## src/rtl/unidade_controle_jogo_tempo.sv

```systemverilog
// Memory-game round controller with a per-play timeout.
// Moore FSM: sequences counter/register/compare for one round.
//
// Ports:
//   clock, reset  : rising-edge clock, async active-high reset
//   iniciar       : start/restart request (level)
//   jogada        : one-cycle pulse, a play was made
//   igual, fimC   : comparator match, counter at last position
//   zeraC, contaC : clear / increment address counter
//   zeraR         : clear play register
//   registraR     : load play register
//   pronto        : round finished
//   acertou       : round won
//   errou         : round lost by mismatch
//   timeout       : round lost by timeout
//   db_estado     : current state code for the display
module unidade_controle_jogo_tempo #(
  parameter int TIMEOUT_CICLOS = 5000,
  parameter int W_TMO = $clog2(TIMEOUT_CICLOS)
) (
  input  logic       clock,
  input  logic       reset,
  input  logic       iniciar,
  input  logic       jogada,
  input  logic       igual,
  input  logic       fimC,
  output logic       zeraC,
  output logic       contaC,
  output logic       zeraR,
  output logic       registraR,
  output logic       pronto,
  output logic       acertou,
  output logic       errou,
  output logic       timeout,
  output logic [3:0] db_estado
);

  typedef enum logic [3:0] {
    INICIAL     = 4'h0,
    PREPARA     = 4'h1,
    ESPERA      = 4'h2,
    REGISTRA    = 4'h4,
    COMPARA     = 4'h5,
    PROXIMO     = 4'h6,
    FIM_ACERTO  = 4'hA,
    FIM_TIMEOUT = 4'hD,
    FIM_ERRO    = 4'hE
  } estado_t;

  localparam logic [W_TMO-1:0] TMO_MAX =
    W_TMO'(TIMEOUT_CICLOS - 1);

  estado_t          estado;
  estado_t          prox;
  logic [W_TMO-1:0] cnt_tmo;
  logic             expirou;

  assign expirou   = (cnt_tmo == TMO_MAX);
  assign db_estado = estado;

  // Next state; jogada takes priority over expiry.
  always_comb begin
    prox = INICIAL;
    unique case (estado)
      INICIAL:
        prox = iniciar ? PREPARA : INICIAL;
      PREPARA:
        prox = ESPERA;
      ESPERA:
        if (jogada)       prox = REGISTRA;
        else if (expirou) prox = FIM_TIMEOUT;
        else              prox = ESPERA;
      REGISTRA:
        prox = COMPARA;
      COMPARA:
        if (!igual)     prox = FIM_ERRO;
        else if (fimC)  prox = FIM_ACERTO;
        else            prox = PROXIMO;
      PROXIMO:
        prox = ESPERA;
      FIM_ACERTO:
        prox = iniciar ? PREPARA : FIM_ACERTO;
      FIM_TIMEOUT:
        prox = iniciar ? PREPARA : FIM_TIMEOUT;
      FIM_ERRO:
        prox = iniciar ? PREPARA : FIM_ERRO;
      default:
        prox = INICIAL;
    endcase
  end

  // Outputs are registered from the next state, so each
  // one is a pure decode of the state register's value.
  always_ff @(posedge clock or posedge reset) begin
    if (reset) begin
      estado    <= INICIAL;
      cnt_tmo   <= '0;
      zeraC     <= 1'b0;
      contaC    <= 1'b0;
      zeraR     <= 1'b0;
      registraR <= 1'b0;
      pronto    <= 1'b0;
      acertou   <= 1'b0;
      errou     <= 1'b0;
      timeout   <= 1'b0;
    end else begin
      estado <= prox;

      // Window restarts for every position; saturates.
      if (estado == PREPARA || estado == PROXIMO)
        cnt_tmo <= '0;
      else if (estado == ESPERA && !expirou)
        cnt_tmo <= cnt_tmo + W_TMO'(1);

      zeraC     <= (prox == PREPARA);
      zeraR     <= (prox == PREPARA);
      contaC    <= (prox == PROXIMO);
      registraR <= (prox == REGISTRA);
      acertou   <= (prox == FIM_ACERTO);
      errou     <= (prox == FIM_ERRO);
      timeout   <= (prox == FIM_TIMEOUT);
      pronto    <= (prox == FIM_ACERTO)
                || (prox == FIM_ERRO)
                || (prox == FIM_TIMEOUT);
    end
  end

endmodule

```

## config.mk

```make
export PLATFORM = sky130hd
export DESIGN_NAME = unidade_controle_jogo_tempo
export DESIGN_NICKNAME = d
export VERILOG_FILES = /design/src/rtl/unidade_controle_jogo_tempo.sv
export SDC_FILE = /design/constraint.sdc
export NUM_CORES = 1
export LEC_CHECK = 0
export BUFFER_PORTS_ARGS = -buffer_cell sky130_fd_sc_hd__buf_2
export CORE_ASPECT_RATIO = 0.6
export CORE_UTILIZATION = 25
export CTS_BUF_LIST = sky130_fd_sc_hd__clkbuf_8 sky130_fd_sc_hd__clkbuf_16
export CTS_CLUSTER_SIZE = 8
export DETAILED_ROUTE_END_ITERATION = 7
export HOLD_SLACK_MARGIN = 0.08
export PLACE_DENSITY_LB_ADDON = 0.1
export SYNTH_ARGS = -nofsm -noshare
export SYNTH_HDL_FRONTEND = slang
export SYNTH_SLANG_ARGS = --single-unit
```

## constraint.sdc

```tcl
create_clock -name clock -period 2.1 [get_ports clock]
set_input_delay 0.21 -clock clock [delete_from_list [all_inputs] [get_ports clock]]
set_output_delay 0.21 -clock clock [all_outputs]
set_load 0.1 [all_outputs]
```

-- Yosys cells after proc, flatten, opt, wreduce, memory -nomap -nowiden
Cells that the tools add are included.
- bits in registers: 24
- input bits: 6
- word-level logic and storage cells: 44
- reductions and logical operators: 8
- add/subtract/negate cells: 1
- muxes and demuxes: 11
- equal/unequal tests: 15
- operator list (kind ; count):
    $pmux W4 S8 ; 1
    $mux W4 ; 7
    $mux W13 ; 2
    $eq A4 B4 Y1 const B ; 6
    $eq A4 B3 Y1 const B ; 5
    $add A13 B1 Y13 const B ; 1
    $eq A13 B13 Y1 const B ; 1
    $eq A4 B1 Y1 const B ; 2
    $eq A4 B2 Y1 const B ; 1
    $logic_not A4 Y1 ; 1
    $logic_or A1 B1 Y1 ; 3
    $reduce_bool A2 Y1 ; 1
    $reduce_or A2 Y1 ; 1
    $logic_and A1 B1 Y1 ; 1
    $logic_not A1 Y1 ; 1
    $mux W1 ; 1

-- Longest topological paths before layout
- depth in word-level cells: 7
- mapped depth: 7
- gate-level depth less buffers: 6

-- Worst setup path before layout
OpenSTA, ideal clock, no wires.
- path type: reg-to-reg
- start: register estado[1], in the netlist db_estado[1]
- end: register cnt_tmo[12]
- data required time: 2.021 ns
- setup slack: -0.338 ns
- arrival: 2.359 ns
- stages on the path, launching flop included: 6
- setup time: 0.079 ns
- cell sequence: dfrtp_1 -> buf_4 -> nor4b_4 -> nand4_4 -> or4_1 -> a21oi_1
- cells in the longest elaborated chain, start to end: 3
- elaborated cells between the ends (all ways): 7
- RTL lines (element ; line ; source):
    start, declared ; 53 ; estado_t estado;
    start signal, assigned ; 107 ; estado <= prox;
    $eq A4 B1 Y1, or another cell as far along ; 110 ; if (estado == PREPARA || estado == PROXIMO)
    $logic_or A1 B1 Y1 / $logic_and A1 B1 Y1 (equally long branches) ; 110, 112 ;
    $mux W13 / $reduce_bool A2 Y1 (equally long branches) ; n/a ;
    end signal, assigned ; 113 ; cnt_tmo <= cnt_tmo + W_TMO'(1);
    end, declared ; 55 ; logic [W_TMO-1:0] cnt_tmo;
Parallel ways exist; a longest one is shown, timed or not.
A chain may end at the register's enable or synchronous reset.

-- Worst setup path in the final report
- start: register estado[2], in the netlist db_estado[2]
- end: register errou
- cells in the longest elaborated chain, start to end: 4
- elaborated cells between the ends (all ways): 12
- RTL lines (element ; line ; source):
    $eq A4 B1 Y1 / $eq A4 B3 Y1 (equally long branches) ; 64 ; unique case (estado)
    $reduce_or A2 Y1 (no source line) ; n/a ;
    $pmux W4 S8 (*) ; 64 ;
    $eq A4 B4 Y1 (*) ; 120 ; errou <= (prox == FIM_ERRO);
    end signal, assigned ; 120 ;
    end, declared ; 33 ; output logic errou,
Every way passes the cells marked *; elsewhere a longest branch is shown, timed or not.

==> flow_summary.json <==
{
  "root_buffer": "clkbuf_8",
  "yosysSeqAreaShare": 0.461,
  "rr_startpoint": "db_estado[2]",
  "rsz0062_at_grt": "no",
  "grt-ovfl-total": 0,
  "diodes": 0,
  "firstDrtPassIters": 4,
  "routabilityCongestion": 0.760,
  "antenna_found_initial": 0,
  "drive_gt1_frac": 0.318,
  "ys_warn_count": 0,
  "fin_worst_hold_slack_ns": 0.218,
  "worst_clock_skew_ns": 0.00530,
  "clk_pin_slew_ns": 0.09,
  "cts_buffers": 3,
  "path_cells": "or4b_1, nor2_1, buf_4, a221oi_4, buf_4, nor3b_1",
  "synth_edf_count": 0,
  "holdCritStartpoint": "jogada",
  "ys_dominant_reg_cell": "dfrtp_1",
  "tightest_slew_ns": 0.683,
  "drt_iter0_markers": 50,
  "fin_crit_ns": 1.98,
  "start_util": 0.273,
  "slew_violations": 0,
  "htree_levels": 1,
  "syn_inst": 127,
  "path_common_cell": "buf_4",
  "hpwl_um": 2540,
  "critPathLaunch": "db_estado[2]",
  "power_density_mw_per_mm2": 1260,
  "relSlewSlack": 0.544,
  "port-buffer-count": 17,
  "avgSynthCellArea_um2": 10.3,
  "ys_seq_elements": 24,
  "power_w": 0.00207,
  "final-setup-viol-count": 0,
  "cp_slowest_cell": "or4b_1",
  "ys_async_sr_fraction": 1.00,
  "synth_cell_type_count": 46,
  "grt_max_degree": 19,
  "status": "finished clean",
  "wirelength_um": 3320,
  "required_ns": 2.29,
  "postRouteAntennaNets": 0,
  "timing.final.crit_share": 0.942,
  "io_pins": 18,
  "filler_cell_count": 508,
  "die_w_um": 95.2,
  "clk_latency_ns": 0.27,
  "dp.cells": 214,
  "grt_pass1_wl_um": 5550,
  "p_leak_nw": 0.773,
  "fmax_mhz": 506,
  "drc_errors": 0,
  "peakVddDrop_mv": 0.475,
  "syn_area_mm2": 0.00130,
  "die-area_mm2": 0.00552,
  "clockBufferDepth": 2,
  "syn2layout_area_growth_pct": 25.5,
  "avgViaCountPerCell": 4.76,
  "grtUsageTotal": 0.139,
  "drv_cap": 0,
  "cp.arrival_ns": 2.17,
  "final_cells": 220,
  "worstSetupEndpointType": "register",
  "yosys.area.top_type": "dfrtp_1",
  "hold_viol": 0,
  "vias": 1047,
  "core-area_mm2": 0.00478,
  "cts_sinks": 24,
  "rows": 19,
  "crit_type": "register to register",
  "cts_tree": "built",
  "final_util": 0.342,
  "hp-class": "primary input to register",
  "grt_pass1_vias": 1012,
  "layout.nets": 165,
  "cp-start-kind": "register",
  "wire_per_inst_um": 15.1,
  "path_max_fanout": 10,
  "final_common_cell": "dfrtp_1",
  "synth_top_area_frac": 0.461,
  "synth.net_count": 134,
  "slowest_delay_ns": 0.56,
  "layout_common_cells": "20 x dfrtp_1, 17 x buf_2, 14 x buf_4",
  "final.setup.tns_ns": 0,
  "synth_area_leaders": "dfrtp_1 46%, inv_1 2.6%, nand4_1 2.4%, a21oi_1 2.3%, nand3_1 2.3%",
  "die_h_um": 57.9
}
sequential cells by signal (all words and copies together), names as in the netlist:
register and flops:
cnt_tmo 13, db_estado 4, acertou 1, contaC 1
errou 1, pronto 1, registraR 1, timeout 1
zeraR 1
per-stage QoR:
step	setup slack [ns]	area (µm²)
floorplan	0.0121	1310
global placement	0.136	1540
detailed placement	0.106	1540
CTS	0.0704	1620
global route	0.0178	1640
finish	0.122	1640
synth_stat cells, types with 2 or more instances:
library cell,number
a21oi_1,6
a221oi_1,2
and2_1,3
and4_1,2
buf_4,2
clkbuf_1,2
dfrtp_1,24
inv_1,9
nand2_1,5
nand2b_1,2
nand3_1,6
nand4_1,5
nor2_1,8
nor3_1,5
nor3b_1,4
o211ai_1,2
o21ai_0,4
o311ai_0,2
o31ai_1,3
o41ai_1,2
xnor2_1,2
xor2_1,3
metal layers:
layer	share of wire	vias up	track usage	wire, µm
met2	0.35	20	0.160	1170
met4	0.0048	0	0.0260	16
met5	0	-	0	0
li1	-	526	-	-
met1	0.59	499	0.237	1960
met3	0.052	2	0.0407	171
cell families (layout without fill, tap and decap cells):
logic type                 Yosys count  after routing  share of synthesized area
buffers and inverters               16             46                     0.0585
adders and majority gates            1              1                    0.00960
DFF                                 24             24                      0.461
muxes                                1              1                    0.00768
AOI/OAI and AO/OA                   26             26                      0.146
and+or+nand+nor                     54             54                      0.284
xor gates and xnor gates             5              5                     0.0336
layout make-up:
cell class,instances,area (µm²),share of cell area
Inverter,10,37.5,0.0229
Sequential cell,24,611,0.373
Clock inverter,1,30.0,0.0183
Clock buffer,3,41.3,0.0252
Timing Repair Buffer,32,200,0.122
Multi-Input combinational cell,87,638,0.390
Tap cell,63,78.8,0.0482
worst paths after layout:
check / end / cells past startpoint / slack (ns)
setup / recovery: errou / 6 / 0.12
hold reg to reg: cnt_tmo[2] / 1 / 0.54
max in group asynchronous: cnt_tmo[6] / 4 / 0.95
min in group asynchronous: db_estado[1] / 3 / 0.58
hold / removal: registraR / 2 / 0.22
setup reg to reg: errou / 6 / 0.12
where the power goes:
group          switching, W  leakage, nW  total (W)  internal, W
Sequential        0.0000884        0.323   0.000633     0.000545
Combinational      0.000733        0.415    0.00102     0.000291
Clock              0.000153       0.0357   0.000408     0.000255
Total              0.000975        0.773    0.00207      0.00109
worst max-delay path, delay by kind of cell, from the launching register on:
kind,cells,cell delay [ns]
buffers and inverters,2,0.34
AOI/OAI and AO/OA,1,0.08
and+or+nand+nor,3,0.95
DFF,1,0.53
timing repair:
action | 4_1_cts | 5_1_grt
setup endpoints to repair | 0 | 4
gates resized for setup | 0 | 1
hold buffers | 1 | 0
hold endpoints to repair | 17 | 0
buffers inserted | 0 | 1
Note: power is estimated with default switching activity, not from simulation.
